$ cat src/rtl/cpu_pkg.sv
// ============================================================================
// cpu_pkg : shared pipeline types, ALU encodings and forwarding helper
// Rev 1.0
// ============================================================================
`default_nettype none

package cpu_pkg;

  localparam int XLEN       = 32;
  localparam int REG_ADDR_W = 5;
  localparam int SHAMT_W    = $clog2(XLEN);

  localparam logic [1:0] ALU_OP_ADD   = 2'b00;
  localparam logic [1:0] ALU_OP_SUB   = 2'b01;
  localparam logic [1:0] ALU_OP_RTYPE = 2'b10;
  localparam logic [1:0] ALU_OP_PASSB = 2'b11;

  typedef struct packed {
    logic [XLEN-1:0]       pc_address;
    logic [XLEN-1:0]       reg_read_data1;
    logic [XLEN-1:0]       reg_read_data2;
    logic [XLEN-1:0]       imm;
    logic [3:0]            funct_inst_bits;
    logic [REG_ADDR_W-1:0] rd;
  } id_ex_data_t;

  typedef struct packed {
    logic       WB_reg_write;
    logic       WB_mem_to_reg;
    logic       M_branch;
    logic       M_mem_read;
    logic       M_mem_write;
    logic [1:0] EX_ALU_Op;
    logic       EX_ALU_Src;
  } id_ex_control_t;

  typedef struct packed {
    logic [XLEN-1:0]       branch_target;
    logic                  zero;
    logic [XLEN-1:0]       alu_result;
    logic [XLEN-1:0]       write_data;
    logic [REG_ADDR_W-1:0] rd;
  } ex_mem_data_t;

  typedef struct packed {
    logic WB_reg_write;
    logic WB_mem_to_reg;
    logic M_branch;
    logic M_mem_read;
    logic M_mem_write;
  } ex_mem_control_t;

  typedef enum logic [3:0] {
    ALU_ADD   = 4'd0,
    ALU_SUB   = 4'd1,
    ALU_SLL   = 4'd2,
    ALU_SLT   = 4'd3,
    ALU_SLTU  = 4'd4,
    ALU_XOR   = 4'd5,
    ALU_SRL   = 4'd6,
    ALU_SRA   = 4'd7,
    ALU_OR    = 4'd8,
    ALU_AND   = 4'd9,
    ALU_PASSB = 4'd10
  } alu_op_e;

  typedef enum logic [1:0] {
    FWD_REG   = 2'd0,
    FWD_EXMEM = 2'd1,
    FWD_MEMWB = 2'd2
  } fwd_sel_e;

  // Loads sitting in EX/MEM have no data yet, so they are excluded here.
  function automatic fwd_sel_e fwd_select(
    input logic [REG_ADDR_W-1:0] rs,
    input logic                  exmem_wen,
    input logic                  exmem_is_load,
    input logic [REG_ADDR_W-1:0] exmem_rd,
    input logic                  memwb_wen,
    input logic [REG_ADDR_W-1:0] memwb_rd
  );
    if (exmem_wen && !exmem_is_load && (exmem_rd != '0) && (exmem_rd == rs))
      return FWD_EXMEM;
    else if (memwb_wen && (memwb_rd != '0) && (memwb_rd == rs))
      return FWD_MEMWB;
    else
      return FWD_REG;
  endfunction

endpackage

`default_nettype wire

$ cat src/rtl/ex_alu.sv
// ============================================================================
// ex_alu : combinational integer ALU for the execute stage
// Rev 1.0
// ============================================================================
`default_nettype none

module ex_alu
  import cpu_pkg::*;
(
  input  logic [XLEN-1:0] a_i,
  input  logic [XLEN-1:0] b_i,
  input  alu_op_e         op_i,
  output logic [XLEN-1:0] result_o,
  output logic            zero_o
);

  logic [SHAMT_W-1:0] shamt;

  assign shamt = b_i[SHAMT_W-1:0];

  always_comb begin
    result_o = '0;
    case (op_i)
      ALU_ADD:   result_o = a_i + b_i;
      ALU_SUB:   result_o = a_i - b_i;
      ALU_SLL:   result_o = a_i << shamt;
      ALU_SLT:   result_o = {{(XLEN-1){1'b0}}, ($signed(a_i) < $signed(b_i))};
      ALU_SLTU:  result_o = {{(XLEN-1){1'b0}}, (a_i < b_i)};
      ALU_XOR:   result_o = a_i ^ b_i;
      ALU_SRL:   result_o = a_i >> shamt;
      ALU_SRA:   result_o = $unsigned($signed(a_i) >>> shamt);
      ALU_OR:    result_o = a_i | b_i;
      ALU_AND:   result_o = a_i & b_i;
      ALU_PASSB: result_o = b_i;
      default:   result_o = '0;
    endcase
  end

  assign zero_o = (result_o == '0);

endmodule

`default_nettype wire

$ cat src/rtl/ex_stage.sv
// ============================================================================
// ex_stage : operand forwarding, ALU control, ALU/branch target, EX/MEM register
// Rev 1.0
// ============================================================================
`default_nettype none

module ex_stage
  import cpu_pkg::*;
(
  input  logic                  clock,
  input  logic                  reset,
  input  id_ex_data_t           data_in,
  input  id_ex_control_t        control_in,
  input  logic [REG_ADDR_W-1:0] rs1,
  input  logic [REG_ADDR_W-1:0] rs2,
  input  logic                  mem_wb_reg_write,
  input  logic [REG_ADDR_W-1:0] mem_wb_rd,
  input  logic [XLEN-1:0]       mem_wb_result,
  input  logic                  stall,
  input  logic                  flush,
  output ex_mem_data_t          data_out,
  output ex_mem_control_t       control_out
);

  ex_mem_data_t    data_q, data_d;
  ex_mem_control_t ctrl_q, ctrl_d;

  fwd_sel_e        fwd_a, fwd_b;
  logic [XLEN-1:0] op_a, rs2_val, op_b;
  logic [3:0]      funct_eff;
  alu_op_e         alu_op;
  logic [XLEN-1:0] alu_result;
  logic            alu_zero;

  // Forwarding always looks at the registered EX/MEM contents, held or not.
  assign fwd_a = fwd_select(rs1, ctrl_q.WB_reg_write, ctrl_q.WB_mem_to_reg, data_q.rd,
                            mem_wb_reg_write, mem_wb_rd);
  assign fwd_b = fwd_select(rs2, ctrl_q.WB_reg_write, ctrl_q.WB_mem_to_reg, data_q.rd,
                            mem_wb_reg_write, mem_wb_rd);

  always_comb begin
    op_a = data_in.reg_read_data1;
    case (fwd_a)
      FWD_EXMEM: op_a = data_q.alu_result;
      FWD_MEMWB: op_a = mem_wb_result;
      default:   op_a = data_in.reg_read_data1;
    endcase
  end

  always_comb begin
    rs2_val = data_in.reg_read_data2;
    case (fwd_b)
      FWD_EXMEM: rs2_val = data_q.alu_result;
      FWD_MEMWB: rs2_val = mem_wb_result;
      default:   rs2_val = data_in.reg_read_data2;
    endcase
  end

  assign op_b = control_in.EX_ALU_Src ? data_in.imm : rs2_val;

  // Immediate forms carry no funct7 except srai, so bit 3 is masked for them.
  always_comb begin
    funct_eff = data_in.funct_inst_bits;
    if (control_in.EX_ALU_Src && (data_in.funct_inst_bits[2:0] != 3'b101))
      funct_eff[3] = 1'b0;
  end

  always_comb begin
    alu_op = ALU_ADD;
    case (control_in.EX_ALU_Op)
      ALU_OP_ADD:   alu_op = ALU_ADD;
      ALU_OP_SUB:   alu_op = ALU_SUB;
      ALU_OP_PASSB: alu_op = ALU_PASSB;
      ALU_OP_RTYPE: begin
        case (funct_eff)
          4'b0000: alu_op = ALU_ADD;
          4'b1000: alu_op = ALU_SUB;
          4'b0001: alu_op = ALU_SLL;
          4'b0010: alu_op = ALU_SLT;
          4'b0011: alu_op = ALU_SLTU;
          4'b0100: alu_op = ALU_XOR;
          4'b0101: alu_op = ALU_SRL;
          4'b1101: alu_op = ALU_SRA;
          4'b0110: alu_op = ALU_OR;
          4'b0111: alu_op = ALU_AND;
          default: alu_op = ALU_ADD;
        endcase
      end
      default: alu_op = ALU_ADD;
    endcase
  end

  ex_alu u_alu (
    .a_i      (op_a),
    .b_i      (op_b),
    .op_i     (alu_op),
    .result_o (alu_result),
    .zero_o   (alu_zero)
  );

  always_comb begin
    data_d = data_q;
    ctrl_d = ctrl_q;
    if (!stall) begin
      data_d.branch_target = data_in.pc_address + data_in.imm;
      data_d.zero          = alu_zero;
      data_d.alu_result    = alu_result;
      data_d.write_data    = rs2_val;
      data_d.rd            = data_in.rd;
      if (flush) begin
        ctrl_d = '0;
      end else begin
        ctrl_d.WB_reg_write  = control_in.WB_reg_write;
        ctrl_d.WB_mem_to_reg = control_in.WB_mem_to_reg;
        ctrl_d.M_branch      = control_in.M_branch;
        ctrl_d.M_mem_read    = control_in.M_mem_read;
        ctrl_d.M_mem_write   = control_in.M_mem_write;
      end
    end
  end

  always_ff @(posedge clock) begin
    if (reset) begin
      data_q <= '0;
      ctrl_q <= '0;
    end else begin
      data_q <= data_d;
      ctrl_q <= ctrl_d;
    end
  end

  assign data_out    = data_q;
  assign control_out = ctrl_q;

endmodule

`default_nettype wire

$ cat config.mk
export PLATFORM = sky130hd
export DESIGN_NAME = ex_stage
export DESIGN_NICKNAME = d
export VERILOG_FILES = /design/src/rtl/cpu_pkg.sv /design/src/rtl/ex_alu.sv /design/src/rtl/ex_stage.sv
export SDC_FILE = /design/constraint.sdc
export NUM_CORES = 1
export LEC_CHECK = 0
export ABC_AREA = 1
export CORE_MARGIN = 10
export CORE_UTILIZATION = 45
export DETAILED_ROUTE_END_ITERATION = 7
export PLACE_DENSITY = 0.74
export SYNTH_ARGS = -nofsm -noshare
export SYNTH_HDL_FRONTEND = slang
export SYNTH_SLANG_ARGS = --single-unit
$ cat constraint.sdc
create_clock -name clock -period 12.45 [get_ports clock]
set_input_delay 3.735 -clock clock [delete_from_list [all_inputs] [get_ports clock]]
set_output_delay 3.735 -clock clock [all_outputs]
set_load 0.02 [all_outputs]
==> PnR_summary.wiki, run 1 <==
{| class="wikitable"
! Metric !! Value
|-
| Run status || finished with violations
|-
| Violations in the final reports || DRC
|-
| Number of pins with negative max-slew slack in the final report || 0
|-
| Number of port buffers || 303
|-
| Post-layout net count || 3574
|-
| Remaining number of nets flagged by the antenna check after routing || 0
|-
| Sink count of the clock tree || 107
|-
| Number of failing hold endpoints at the final stage || 0
|-
| Final WS setup || 2.151 ns
|-
| Min Hold Slack || 0.4850 ns
|-
| Horizontal extent of the die || 215.0 um
|-
| Crit path arrival time || 10.60 ns
|-
| Sequential area share after synthesis || 0.1252
|-
| Accumulated negative setup slack || 0 ns
|-
| Critical-path top delay cell || nand2_1
|-
| Pin count of the biggest net entering global routing || 81
|-
| Die Ht || 215.0 um
|-
| Detailed-router iteration count before antenna repair || 8
|-
| Min-Delay Path Class || reg -> reg
|-
| Number of placed instances, taps included || 3742
|-
| Fillers || 3796
|-
| Cts hold-fix bufs || 0
|-
| Global-route wire length before repair || 140.6 mm
|-
| Clock Skews || 0.009999 ns
|-
| Static power due to leakage || 10.02 nW
|-
| Via density per instance || 6.251
|-
| Vias after detailed routing || 23500
|-
| Clock tree from TritonCTS || done
|-
| Number of placement rows || 71
|-
| Post-Synth XOR/XNOR Area || 0.02815
|-
| Post-synthesis simple-gate area fraction || 0.4094
|-
| Min Clock Period, post-route || 10.30 ns
|-
| Data required time at the worst endpoint || 12.76 ns
|-
| Average wire length per cell after detail routing || 25.92 um
|-
| Arithmetic-cell share of the synthesized area counting full adders, half adders and majority gates || 0.1000
|-
| Post-route cell area || 20610 sq um
|-
| Post-CTS resize count || 0
|-
| Number of synthesized flops with an enable pin || 0
|-
| Mapped Area || 17120 sq um
|-
| Initial cell density of the core || 0.4555
|-
| Proportion of register bits with asynchronous set or reset after synthesis || 0
|-
| Vias in the first global route || 21970
|-
| Crit Path Max Fanout || 13
|-
| Number of non-filler instances in the completed layout || 3760
|-
| Setup-failing EPs final || 0
|-
| Synth Net Count || 3385
|-
| Pin slew with the least headroom to its limit || 1.341 ns
|-
| Total Routing Usage GR || 0.3965
|-
| Distinct cell type count of the synthesized netlist || 60
|-
| Largest family of logic cells by synthesized area || simple AND/OR/NAND/NOR gates
|-
| Crit-path max cell delay || 0.59 ns
|-
| Buffer count from post-CTS setup fixing || 0
|-
| Startpoint type of the worst setup path || input port
|-
| Final cycle utilization of the critical path || 0.8272
|-
| Number of antenna violations at the first check in global routing || 2
|-
| Compound-gate portion of the synthesized area || 0.2074
|-
| Core Box Area || 37580 sq um
|-
| Die outline area || 46230 sq um
|-
| Half-perimeter wire length of the detailed placement result || 79.12 mm
|-
| Worst rel slew slack || 0.09640
|-
| Clock transition time at the flip-flop clock pins of the worst setup and hold paths || 0.09 ns
|-
| Mean instance size in the synthesized netlist || 5.606 sq um
|-
| CP Class || in -> reg
|-
| Maximum clock frequency || 0.09710 GHz
|-
| Total clock buffers created by CTS || 9
|-
| Maximum buffer depth of the clock tree || 2
|-
| Congestion Overflow GR || 0
|-
| Primary flip-flop cell chosen by synthesis mapping || dfxtp_1
|-
| Remaining design rule violation count || 7
|-
| RSZ-0062 raised after global routing || no
|-
| Clock latency on the worst-skew pair || 0.37 ns
|-
| Synth warn || 0
|-
| First-iteration detailed-routing DRC count || 3741
|-
| CTS H-Tree Depth || 3
|-
| FF+latch count, synth || 107
|-
| Library cell used as clock root buffer || clkbuf_16
|-
| Dpl ws || 2.155 ns
|-
| Final core utilization || 0.5485
|-
| Most prevalent standard cell on the critical path || nand2_1
|-
| Fraction of layout cells with a size suffix above 1 || 0.04404
|-
| Total Power Consumption || 1.869 mW
|-
| Syn Inst Count || 3053
|-
| Overall routed net length || 97.47 mm
|-
| Proportion of synthesized area in mux cells || 0
|-
| Placed Instance Area || 20270 sq um
|-
| Pwr per Cell Area || 90.70 nW/um^2
|-
| Final GP Congestion || 1.129
|-
| Maximum capacitance violations || 0
|-
| Worst Setup End Kind || register
|-
| Highest ir drop seen on vdd || 102.7 uV
|-
| Area Growth Syn to Fin || 20.43%
|-
| Number of placed I/O pins || 304
|}
synth_stat cells, types with 14 or more instances:
cell,count,share of area
o221ai_1,22,0.011
o211ai_1,51,0.022
buf_4,14,0.0061
ha_1,132,0.096
a21oi_1,205,0.060
inv_2,19,0.0042
o21ai_0,214,0.063
xnor2_1,26,0.013
xor2_1,29,0.015
nor3_1,17,0.0050
o22ai_1,20,0.0073
nand3_1,437,0.13
or2_2,31,0.011
inv_1,367,0.080
clkbuf_1,76,0.017
a31oi_1,15,0.0055
nand3b_1,23,0.010
dfxtp_1,107,0.13
o21ai_1,23,0.0067
nand2_1,730,0.16
nand4_1,35,0.013
buf_2,49,0.014
nor2_1,279,0.061
state kept, by name, indices dropped and copies added (netlist names):
signal,flops
data_out,102
control_out,5
final cells by class:
| type | instances | area [sq um] | share of cell area |
|---|---|---|---|
| inverters | 388 | 1459 | 0.07078 |
| diodes | 2 | 5.005 | 0.0002428 |
| repair buffers | 336 | 3271 | 0.1587 |
| flip-flops and latches | 107 | 2142 | 0.1039 |
| clock inverters | 7 | 107.6 | 0.005221 |
| clock buffers | 9 | 225.2 | 0.01093 |
| well taps | 511 | 639.4 | 0.03102 |
| multi-input cells | 2400 | 12760 | 0.6192 |
critical path, delay by kind of cell:
family,cells,cell delay (ns)
AOI/OAI and AO/OA,3,0.89
xor gates and xnor gates,1,0.27
and+or+nand+nor,23,4.13
adders and majority gates,1,0.32
buffers and inverters,3,1.24
layout by cell type, fill, tap and decap left out, types with 4 or more instances in the layout:
master / instances
xor2_1: 29
a21oi_1: 205
nand3_2: 11
nand3_1: 437
xnor2_1: 26
a211oi_1: 7
nand2_4: 4
a31oi_1: 15
o221ai_1: 22
o21a_1: 7
buf_4: 33
nand2_1: 730
nand3b_1: 23
nor3_1: 16
a21boi_0: 7
ha_1: 132
o22ai_1: 20
inv_1: 366
a22oi_1: 6
o21bai_1: 13
clkbuf_16: 9
or2_2: 31
o21ai_0: 214
nand2_2: 8
o21ai_1: 23
nand4_1: 35
a21o_1: 5
dfxtp_1: 107
clkdlybuf4s50_1: 301
nor2_2: 4
nor4_1: 6
inv_2: 19
o211ai_1: 51
nor2_1: 279
per-layer routing:
layer	track usage	share of wire
met1	0.4783	0.36
met2	0.6031	0.42
met3	0.1302	0.14
met4	0.2387	0.074
met5	0	0
kinds of logic after synthesis:
group / Yosys count
AOI/OAI and AO/OA: 615
xor gates and xnor gates: 55
adders and majority gates: 135
buffers and inverters: 546
DFF: 107
and+or+nand+nor: 1595
power by group:
group | internal, mW | leakage, nW | switching (mW)
clock network | 0.181 | 0.160 | 0.157
registers | 0.373 | 0.889 | 0.0323
logic | 0.363 | 8.97 | 0.763
total | 0.917 | 10.0 | 0.952
path summary, 6_finish.rpt:
check                                    from                          end  slack (ns)  cells after the start
hold reg to reg   control_out[1]$_SDFFE_PP0N_  control_out[1]$_SDFFE_PP0N_        0.48                      2
setup / recovery                 mem_wb_rd[0]    data_out[69]$_SDFFE_PP0N_        2.15                     31
setup reg to reg     data_out[4]$_SDFFE_PP0N_    data_out[69]$_SDFFE_PP0N_        5.51                     31
hold / removal    control_out[1]$_SDFFE_PP0N_  control_out[1]$_SDFFE_PP0N_        0.48                      2
(Power assumes the default switching activity.)
==> inputs of run 2 (changes only) <==
==> constraint.sdc (replaced) <==
create_clock -name clock -period 9.7 [get_ports clock]
set_input_delay 2.91 -clock clock [delete_from_list [all_inputs] [get_ports clock]]
set_output_delay 2.91 -clock clock [all_outputs]
set_load 0.02 [all_outputs]
==> run 2 against run 1 <==
Compared with the run above:
- the run still ends with DRC left
- largest power group unchanged
- final cell count increased by 1.0%
- wire length is 3.8% higher
- critical path depth up 1
==> PnR_summary.wiki, run 2 (synthesis gave the netlist of run 1 again) <==
{| class="wikitable"
! Metric !! Value
|-
| Violations in the final reports || DRC
|-
| Final core utilization || 0.5542 (+0.005727)
|-
| Final WS setup || 0.3017 ns (-1.849 ns)
|-
| CP Class || in -> reg
|-
| Area Growth Syn to Fin || 21.68%
|-
| Crit Path Max Fanout || 20 (+7)
|-
| Overall routed net length || 101.2 mm (+3.8%)
|-
| RSZ-0062 raised after global routing || no
|-
| Min Clock Period, post-route || 9.398 ns
|-
| Total clock buffers created by CTS || 9 (unchanged)
|-
| Die outline area || 46230 sq um (unchanged)
|-
| Pwr per Cell Area || 115.8 nW/um^2 (+28%)
|-
| Initial cell density of the core || 0.4555 (unchanged)
|-
| Detailed-router iteration count before antenna repair || 8 (unchanged)
|-
| Worst rel slew slack || 0.02715 (-0.06925)
|-
| Sink count of the clock tree || 107 (unchanged)
|-
| Maximum buffer depth of the clock tree || 2 (unchanged)
|-
| Crit-path max cell delay || 0.59 ns (about the same)
|-
| Most common cell after layout, fill and taps aside || nand2_1
|-
| Number of pins with negative max-slew slack in the final report || 0 (unchanged)
|-
| Run status || finished with violations
|-
| Data required time at the worst endpoint || 10.02 ns (-2.74 ns)
|-
| Post-CTS resize count || 0 (unchanged)
|-
| Die Ht || 215.0 um (unchanged)
|-
| Global-route track usage on met1 || 0.4950 (+0.01675)
|-
| Half-perimeter wire length of the detailed placement result || 82.75 mm (+4.6%)
|-
| Maximum clock frequency || 0.1064 GHz
|-
| Cts hold-fix bufs || 0 (unchanged)
|-
| Via density per instance || 6.274 (+0.38%)
|-
| Number of placement rows || 71 (unchanged)
|-
| Remaining design rule violation count || 36 (+29)
|-
| Vias after detailed routing || 23840 (+1.4%)
|-
| Total Routing Usage GR || 0.4092 (+0.01266)
|-
| Startpoint type of the worst setup path || input port
|-
| Vias in the first global route || 21770 (-0.91%)
|-
| Number of placed I/O pins || 304 (unchanged)
|-
| Accumulated negative setup slack || 0 ns (unchanged)
|-
| Post-layout net count || 3605 (+0.87%)
|-
| Critical-path top delay cell || clkdlybuf4s50_1
|-
| Pin count of the biggest net entering global routing || 73 (-9.9%)
|-
| Number of port buffers || 303 (unchanged)
|-
| Met3 usage || 0.1473 (+0.01713)
|-
| Global-route wire length before repair || 143.5 mm (+2.1%)
|-
| Crit path arrival time || 9.72 ns (-0.88 ns)
|-
| Highest ir drop seen on vdd || 102.5 uV (-0.17%)
|-
| Min-Delay Path Class || reg -> reg
|-
| First-iteration detailed-routing DRC count || 4246 (+13%)
|-
| Average wire length per cell after detail routing || 26.63 um (+2.7%)
|-
| Buffer count from post-CTS setup fixing || 0 (unchanged)
|-
| Number of failing hold endpoints at the final stage || 0 (unchanged)
|-
| Clock Skews || 0.01434 ns (+0.004343 ns)
|-
| Most frequent cells in the layout || nand2_1, nand3_1, inv_1, clkdlybuf4s50_1, nor2_1
|-
| Number of flip-flops under the largest register name || 102 (unchanged)
|-
| CTS H-Tree Depth || 3 (unchanged)
|-
| Placed Instance Area || 20510 sq um (+1.1%)
|-
| Congestion Overflow GR || 0 (unchanged)
|-
| Final GP Congestion || 1.246 (+10%)
|-
| Core Box Area || 37580 sq um (unchanged)
|-
| Fraction of layout cells with a size suffix above 1 || 0.05308 (+0.009040)
|-
| Final cycle utilization of the critical path || 0.9689
|-
| Static power due to leakage || 10.15 nW (+1.3%)
|-
| Horizontal extent of the die || 215.0 um (unchanged)
|-
| Global routing met2 resource utilization || 0.6025 (about the same)
|-
| Remaining number of nets flagged by the antenna check after routing || 0 (unchanged)
|-
| Dpl ws || 0.3838 ns (-1.771 ns)
|-
| Clock tree from TritonCTS || done
|-
| Maximum capacitance violations || 0 (unchanged)
|-
| Post-route cell area || 20830 sq um (+1.0%)
|-
| Clock latency on the worst-skew pair || 0.38 ns (about the same)
|-
| Setup-failing EPs final || 0 (unchanged)
|-
| Number of antenna violations at the first check in global routing || 10 (+8)
|-
| Clock transition time at the flip-flop clock pins of the worst setup and hold paths || 0.09 ns (about the same)
|-
| Pin slew with the least headroom to its limit || 1.444 ns (+0.1028 ns)
|-
| GR peak layer || met2
|-
| Library cell used as clock root buffer || clkbuf_16
|-
| Worst Setup End Kind || register
|}
## run 2: cell count changes in the layout (fill, tap and decap cells not counted)
cell,change
clkinv_4,+2
diode_2,+8
clkinvlp_4,-1
clkinv_2,+1
buf_4,+31
inv_6,-1
clkinv_8,+1
bufinv_16,-2
## run 2: worst max-delay path: cells and delay by family
family	cells	cell delay, ns
buffers and inverters	6	1.52
AND/OR/NAND/NOR	19	2.97
adder cells (fa/ha/maj)	1	0.38
AO/OA/AOI/OAI	6	1.88
## run 2: layout make-up
| type | instances | area [sq um] |
|---|---|---|
| inverter | 388 | 1459 |
| clock buffer | 9 | 225.2 |
| fill | 3795 | 16750 |
| multi-input combinational | 2400 | 12760 |
| tap | 511 | 639.4 |
| antenna | 10 | 25.02 |
| timing repair buffer | 367 | 3503 |
| clock inverter | 7 | 70.07 |
| sequential | 107 | 2142 |
## run 2: routing by layer
metal	share of wire	vias to the layer above
li1	-	10550
met1	0.36	10900
met2	0.41	1980
met3	0.15	403
met4	0.078	2
met5	0.00016	-
## run 2: final timing paths
path	from	endpoint	slack (ns)	cells past startpoint
setup / recovery	mem_wb_rd[0]	data_out[69]$_SDFFE_PP0N_	0.30	32
hold / removal	control_out[1]$_SDFFE_PP0N_	control_out[1]$_SDFFE_PP0N_	0.49	2
setup reg to reg	data_out[1]$_SDFFE_PP0N_	data_out[69]$_SDFFE_PP0N_	2.93	29
hold reg to reg	control_out[1]$_SDFFE_PP0N_	control_out[1]$_SDFFE_PP0N_	0.49	2
## run 2: stage by stage
step                std cells  power [mW]  hold WS (ns)
floorplan                3053       1.355        0.5448
global placement         3773       1.943        0.4566
detailed placement       3773       1.943        0.4651
CTS                      3789       2.328        0.4813
global route             3797       2.492        0.5223
finish                   3799       2.412        0.4942
## run 2: power breakdown
part	internal, mW	switching, mW
logic	0.476	1.03
registers	0.479	0.0394
clock network	0.182	0.209
total	1.14	1.27
